`src/rtl/imem_boot_loader.sv`:
```
// ---------------------------------------------------------------------------
// imem_boot_loader
//
// Purpose:
//   Streams a program image into the MIPS core's instruction memory over a
//   byte-wide valid/ready handshake. The image starts with a big-endian 16-bit
//   word count N. The header is followed by N big-endian 32-bit words. Each
//   word is written to instruction memory through a single-cycle write strobe.
//   The core's PC reset stays asserted until the last word has been written.
//
// Ports:
//   clk        in   1       system clock, rising edge
//   pc_rst     in   1       synchronous active-low reset of this block
//   in_data    in   8       image byte
//   in_valid   in   1       in_data carries a byte
//   in_ready   out  1       loader takes a byte this cycle
//   load_start in   1       pulse, restarts a load from RUN or ERR
//   im_we      out  1       instruction memory write enable
//   im_addr    out  ADDR_W  instruction memory word address
//   im_wdata   out  32      instruction memory write data
//   core_rst   out  1       active-high reset to the pipeline PC
//   load_done  out  1       image fully loaded, core running
//   load_err   out  1       header asked for more words than memory holds
// ---------------------------------------------------------------------------
module imem_boot_loader #(
  parameter int INST_MEM_LENGTH = 1024,
  parameter int ADDR_W          = 10
) (
  input  logic              clk,
  input  logic              pc_rst,
  input  logic [7:0]        in_data,
  input  logic              in_valid,
  output logic              in_ready,
  input  logic              load_start,
  output logic              im_we,
  output logic [ADDR_W-1:0] im_addr,
  output logic [31:0]       im_wdata,
  output logic              core_rst,
  output logic              load_done,
  output logic              load_err
);

  // Loader phases: two header bytes, word assembly, the write cycle, and the
  // two resting states that only load_start (or pc_rst) can leave.
  typedef enum logic [2:0] {
    HDR0,
    HDR1,
    DATA,
    WR,
    RUN,
    ERR
  } loaderState_t;

  // Memory depth widened to 17 bits so it compares cleanly against the
  // 16-bit word count, even when the depth is 65536.
  localparam logic [16:0] LP_MEM_LEN = 17'(INST_MEM_LENGTH);

  loaderState_t      r_state;
  loaderState_t      w_stateNext;
  logic [15:0]       r_wordCount;
  logic [ADDR_W:0]   r_idx;
  logic [1:0]        r_byteCnt;
  logic [23:0]       r_byteBuf;

  logic              w_xfer;
  logic [15:0]       w_headerCount;
  logic [16:0]       w_idxPlusOne;
  logic              w_lastWord;
  logic [31:0]       w_shiftedWord;
  logic              w_nextAccepts;

  // A byte moves only when both sides agree. in_ready is a registered copy of
  // "the state we are in accepts bytes", so it is used directly as the
  // accept qualifier. in_ready is also 0 in the first cycle after reset.
  assign w_xfer = in_valid & in_ready;

  // Full word count as it will look once the second header byte is latched.
  assign w_headerCount = {r_wordCount[15:8], in_data};

  // The 17-bit increment lets idx+1 reach the full memory depth without
  // wrapping before it is compared against N.
  assign w_idxPlusOne = 17'(r_idx) + 17'd1;
  assign w_lastWord   = (w_idxPlusOne == {1'b0, r_wordCount});

  // The word being completed: the three buffered bytes followed by the byte
  // arriving now. The first byte received ends up in bits 31:24.
  assign w_shiftedWord = {r_byteBuf, in_data};

  // Next-state decode. Every output is registered from this decision, so each
  // output changes on the same edge as the state it reflects.
  always_comb begin
    w_stateNext = r_state;
    case (r_state)
      HDR0: begin
        if (w_xfer) begin
          w_stateNext = HDR1;
        end
      end
      HDR1: begin
        if (w_xfer) begin
          if ({1'b0, w_headerCount} > LP_MEM_LEN) begin
            w_stateNext = ERR;
          end else if (w_headerCount == 16'd0) begin
            w_stateNext = RUN;
          end else begin
            w_stateNext = DATA;
          end
        end
      end
      DATA: begin
        if (w_xfer && (r_byteCnt == 2'd3)) begin
          w_stateNext = WR;
        end
      end
      WR: begin
        w_stateNext = w_lastWord ? RUN : DATA;
      end
      RUN, ERR: begin
        if (load_start) begin
          w_stateNext = HDR0;
        end
      end
      default: begin
        w_stateNext = HDR0;
      end
    endcase
  end

  // Bytes are accepted only in the header and data-gathering states. This
  // keeps in_ready low during the write cycle and while resting in RUN or ERR.
  assign w_nextAccepts = (w_stateNext == HDR0) ||
                         (w_stateNext == HDR1) ||
                         (w_stateNext == DATA);

  // The FSM register plus all datapath registers and registered outputs.
  // The write strobe is launched on the edge that takes in the fourth byte,
  // so im_we, im_addr and im_wdata are valid during the WR cycle itself.
  // im_addr and im_wdata are only loaded at that point and hold otherwise.
  always_ff @(posedge clk) begin
    if (!pc_rst) begin
      r_state     <= HDR0;
      r_wordCount <= 16'd0;
      r_idx       <= '0;
      r_byteCnt   <= 2'd0;
      r_byteBuf   <= 24'd0;
      in_ready    <= 1'b0;
      im_we       <= 1'b0;
      im_addr     <= '0;
      im_wdata    <= 32'd0;
      core_rst    <= 1'b1;
      load_done   <= 1'b0;
      load_err    <= 1'b0;
    end else begin
      r_state   <= w_stateNext;
      in_ready  <= w_nextAccepts;
      core_rst  <= (w_stateNext != RUN);
      load_done <= (w_stateNext == RUN);
      load_err  <= (w_stateNext == ERR);
      im_we     <= 1'b0;

      case (r_state)
        HDR0: begin
          if (w_xfer) begin
            r_wordCount[15:8] <= in_data;
          end
        end
        HDR1: begin
          if (w_xfer) begin
            r_wordCount[7:0] <= in_data;
            r_idx            <= '0;
            r_byteCnt        <= 2'd0;
          end
        end
        DATA: begin
          if (w_xfer) begin
            r_byteBuf <= w_shiftedWord[23:0];
            r_byteCnt <= r_byteCnt + 2'd1;
            if (r_byteCnt == 2'd3) begin
              im_we    <= 1'b1;
              im_addr  <= r_idx[ADDR_W-1:0];
              im_wdata <= w_shiftedWord;
            end
          end
        end
        WR: begin
          r_idx <= w_idxPlusOne[ADDR_W:0];
        end
        default: begin
        end
      endcase
    end
  end

endmodule

```
`config.mk`:
```
export PLATFORM = sky130hd
export DESIGN_NAME = imem_boot_loader
export DESIGN_NICKNAME = d
export VERILOG_FILES = /design/src/rtl/imem_boot_loader.sv
export SDC_FILE = /design/constraint.sdc
export NUM_CORES = 1
export LEC_CHECK = 0
export CAP_MARGIN = 20
export CORE_MARGIN = 5
export CORE_UTILIZATION = 25
export CTS_CLUSTER_SIZE = 16
export DETAILED_ROUTE_END_ITERATION = 10
export GPL_TIMING_DRIVEN = 0
export PLACE_DENSITY_LB_ADDON = 0.25
export SLEW_MARGIN = 25
export SYNTH_ARGS = -nofsm -noshare
export SYNTH_HDL_FRONTEND = slang
export SYNTH_SLANG_ARGS = --single-unit
```
`constraint.sdc`:
```
create_clock -name clk -period 2.2 [get_ports clk]
set_clock_uncertainty 0.15 [all_clocks]
set_input_delay 0.44 -clock clk [delete_from_list [all_inputs] [get_ports clk]]
set_output_delay 0.44 -clock clk [all_outputs]
set_load 0.05 [all_outputs]
```
==> flow_summary.ini <==
[status]
status = finished with violations
violations = setup timing

[worst_setup_path]
worst_path_max_delay_cell = or4_4
worstSetupStartpointType = flop
cp_max_fo = 4
crit_arrival_ns = 2.57
required_ns = 2.35
reg2regPathDepth = 6
path_cells = or4_4 > a311o_1 > nor4_2 > o311ai_2 > o32ai_4 > and2b_1
crit_type = reg2reg
max_stage_delay_ns = 0.56
critPathCaptureType = flop

[synthesis]
yosys.area_share.simple = 0.2600
syn_nets = 554
synth_xor_area_frac = 0.02022
muxShareOfSynthArea = 0.02140
synth_compound_area_frac = 0.1694
synth_adder_area_share = 0.005862
avgSynthCellArea_um2 = 7.906
synth_edf_count = 0
synth_ff_type = dfxtp_1
synth_top_family_by_area = simple AND/OR/NAND/NOR gates
synth_area_mm2 = 0.004269
syn_inst = 540
synth-async-reset-ratio = 0
yosys_warnings = 0
ys_ff_latch = 103
ys_seq_area_frac = 0.4830
yosysUniqueCellTypes = 54

[clock_network]
clkTransAtPathRegs_ns = 0.07
clockBufferDepth = 2
cts_tree = done
hold_buffers = 0
clock-sinks = 103
numCtsBuffers = 9
clock_latency_ns = 0.35
htreeDepth = 3
cts-root-buf = clkbuf_16

[global_route]
grt_pass1_vias = 3821
grt.overflow.total = 0
grt_antenna_before_repair = 0
grt_usage = 0.1298
grt_pass1_wl_um = 20450
grt_max_degree = 16

[final_layout]
final_cell_mix = 158 x nand2_1, 99 x dfxtp_1, 88 x a21oi_1
layout.cells.non_filler = 835
syn_to_final_growth_pct = 31.65
mostFrequentLayoutCell = nand2_1
drive_gt1_frac = 0.1122
fin_nets = 625
finish.utilization = 0.3377
antenna_cells = 0

[drt]
avgViaCountPerCell = 4.726
drc = 0
wl_per_cell_um = 15.57
drt_iter0_drc = 280
ant_nets = 0
vias = 3946
wl_um = 13000
dr.pass1.iters = 5

[die]
start_util = 0.2565
dieArea_mm2 = 0.01979
core_mm2 = 0.01664
die_w_um = 140.7
fp.dieH_um = 140.7
num_rows = 47
ios = 59

[timing]
setup_violations = 6
rsz0062_at_grt = yes
drv_slew = 0
worstMarginPinSlew_ns = 0.6133
fmax_mhz = 413.2
period_needed_ns = 2.420
relSlewSlack = 0.5911
setup-tns-final_ns = -0.9041
hold_viol_final = 0
finalCritPeriodShare = 1.100
timing.final.ws_setup_ns = -0.2201

[power]
ir_worst_vdd_mv = 0.3792
powerDensity_mw_per_mm2 = 681.6
power_leakage_uw = 0.001932

[flow_run]
maxCapViolCount = 0

[placed_design]
dpl.cell_count = 818
gp_congestion = 0.8818
io_buffers = 58
hpwl_um = 9325

[worst_hold_path]
holdCritPathClass = reg2reg
whs_path_depth = 2
==> per-stage QoR <==
step	power [uW]	cell area [um^2]	setup slack, ns	hold slack, ns
finish	3831	5620	-0.2201	0.3026
global route	3963	5620	-0.2573	0.3204
CTS	3858	5574	-0.1547	0.3078
detailed placement	2130	5126	-0.8561	0.2986
global placement	2128	5126	-0.8180	0.2951
floorplan	2048	4270	0.04241	0.2822
==> path summary, 6_finish.rpt <==
path                                start                        end  slack, ns
max          r_wordCount[15]$_SDFFE_PN0P_       load_done$_SDFF_PN0_      -0.22
min             im_wdata[22]$_SDFFE_PN0P_  im_wdata[22]$_SDFFE_PN0P_       0.30
max reg2reg  r_wordCount[15]$_SDFFE_PN0P_       load_done$_SDFF_PN0_      -0.22
min reg2reg     im_wdata[22]$_SDFFE_PN0P_  im_wdata[22]$_SDFFE_PN0P_       0.30
==> worst max-delay path: cells and delay by family, from the launching register on <==
family,cells,cell delay [ns]
AND/OR/NAND/NOR,3,0.95
AO/OA/AOI/OAI,3,0.95
flip-flops,1,0.32
==> flip-flops by register name, indices dropped and copies added, names as in the netlist <==
register,cells
im_wdata,32
r_byteBuf,24
r_wordCount,16
r_idx,11
im_addr,10
r_state,3
r_byteCnt,2
core_rst,1
im_we,1
in_ready,1
load_done,1
load_err,1
==> synth_stat cells (5+ instances only) <==
library cell,number,area [um^2]
nand2_1,158,593.1
dfxtp_1,103,2062
a21oi_1,89,445.4
nor2_1,38,142.6
clkbuf_1,26,97.59
o21ai_0,13,65.06
nand3_1,10,50.05
mux2i_1,8,80.08
nor3_1,6,30.03
or3_1,6,37.54
buf_2,5,25.02
==> routing by layer <==
metal,vias to the layer above,track usage,wire length [um]
met5,-,0,0
met4,0,0.03417,149
met3,11,0.03149,641
met2,91,0.1968,5626
met1,1874,0.1848,6587
li1,1970,-,-
==> area by class of cell <==
type	instances	area (um^2)
clock inverters	3	67.56
multi-input cells	399	2167
fillers	1759	11020
inverters	3	11.26
flip-flops and latches	103	2067
repair buffers	62	614.3
plain buffers	33	171.4
well taps	220	275.3
clock buffers	12	246.5
==> logic make-up (layout without fill, tap and decap cells) <==
family,after synthesis,count (layout)
xor gates and xnor gates,9,9
DFF,103,103
and+or+nand+nor,253,253
AOI/OAI and AO/OA,126,126
adders and majority gates,2,2
buffers and inverters,38,113
muxes,9,9
==> power breakdown <==
part | switching [uW] | internal [uW]
clock | 692 | 1020
combinational | 135 | 81.7
sequential | 19.1 | 1880
total | 846 | 2980
==> repair_timing <==
action                                  CTS  global route
resized for setup                        35            12
setup buffers                             3             1
pin swaps                                 5             0
endpoints found under the setup margin   70            65
(Power assumes the default switching activity.)
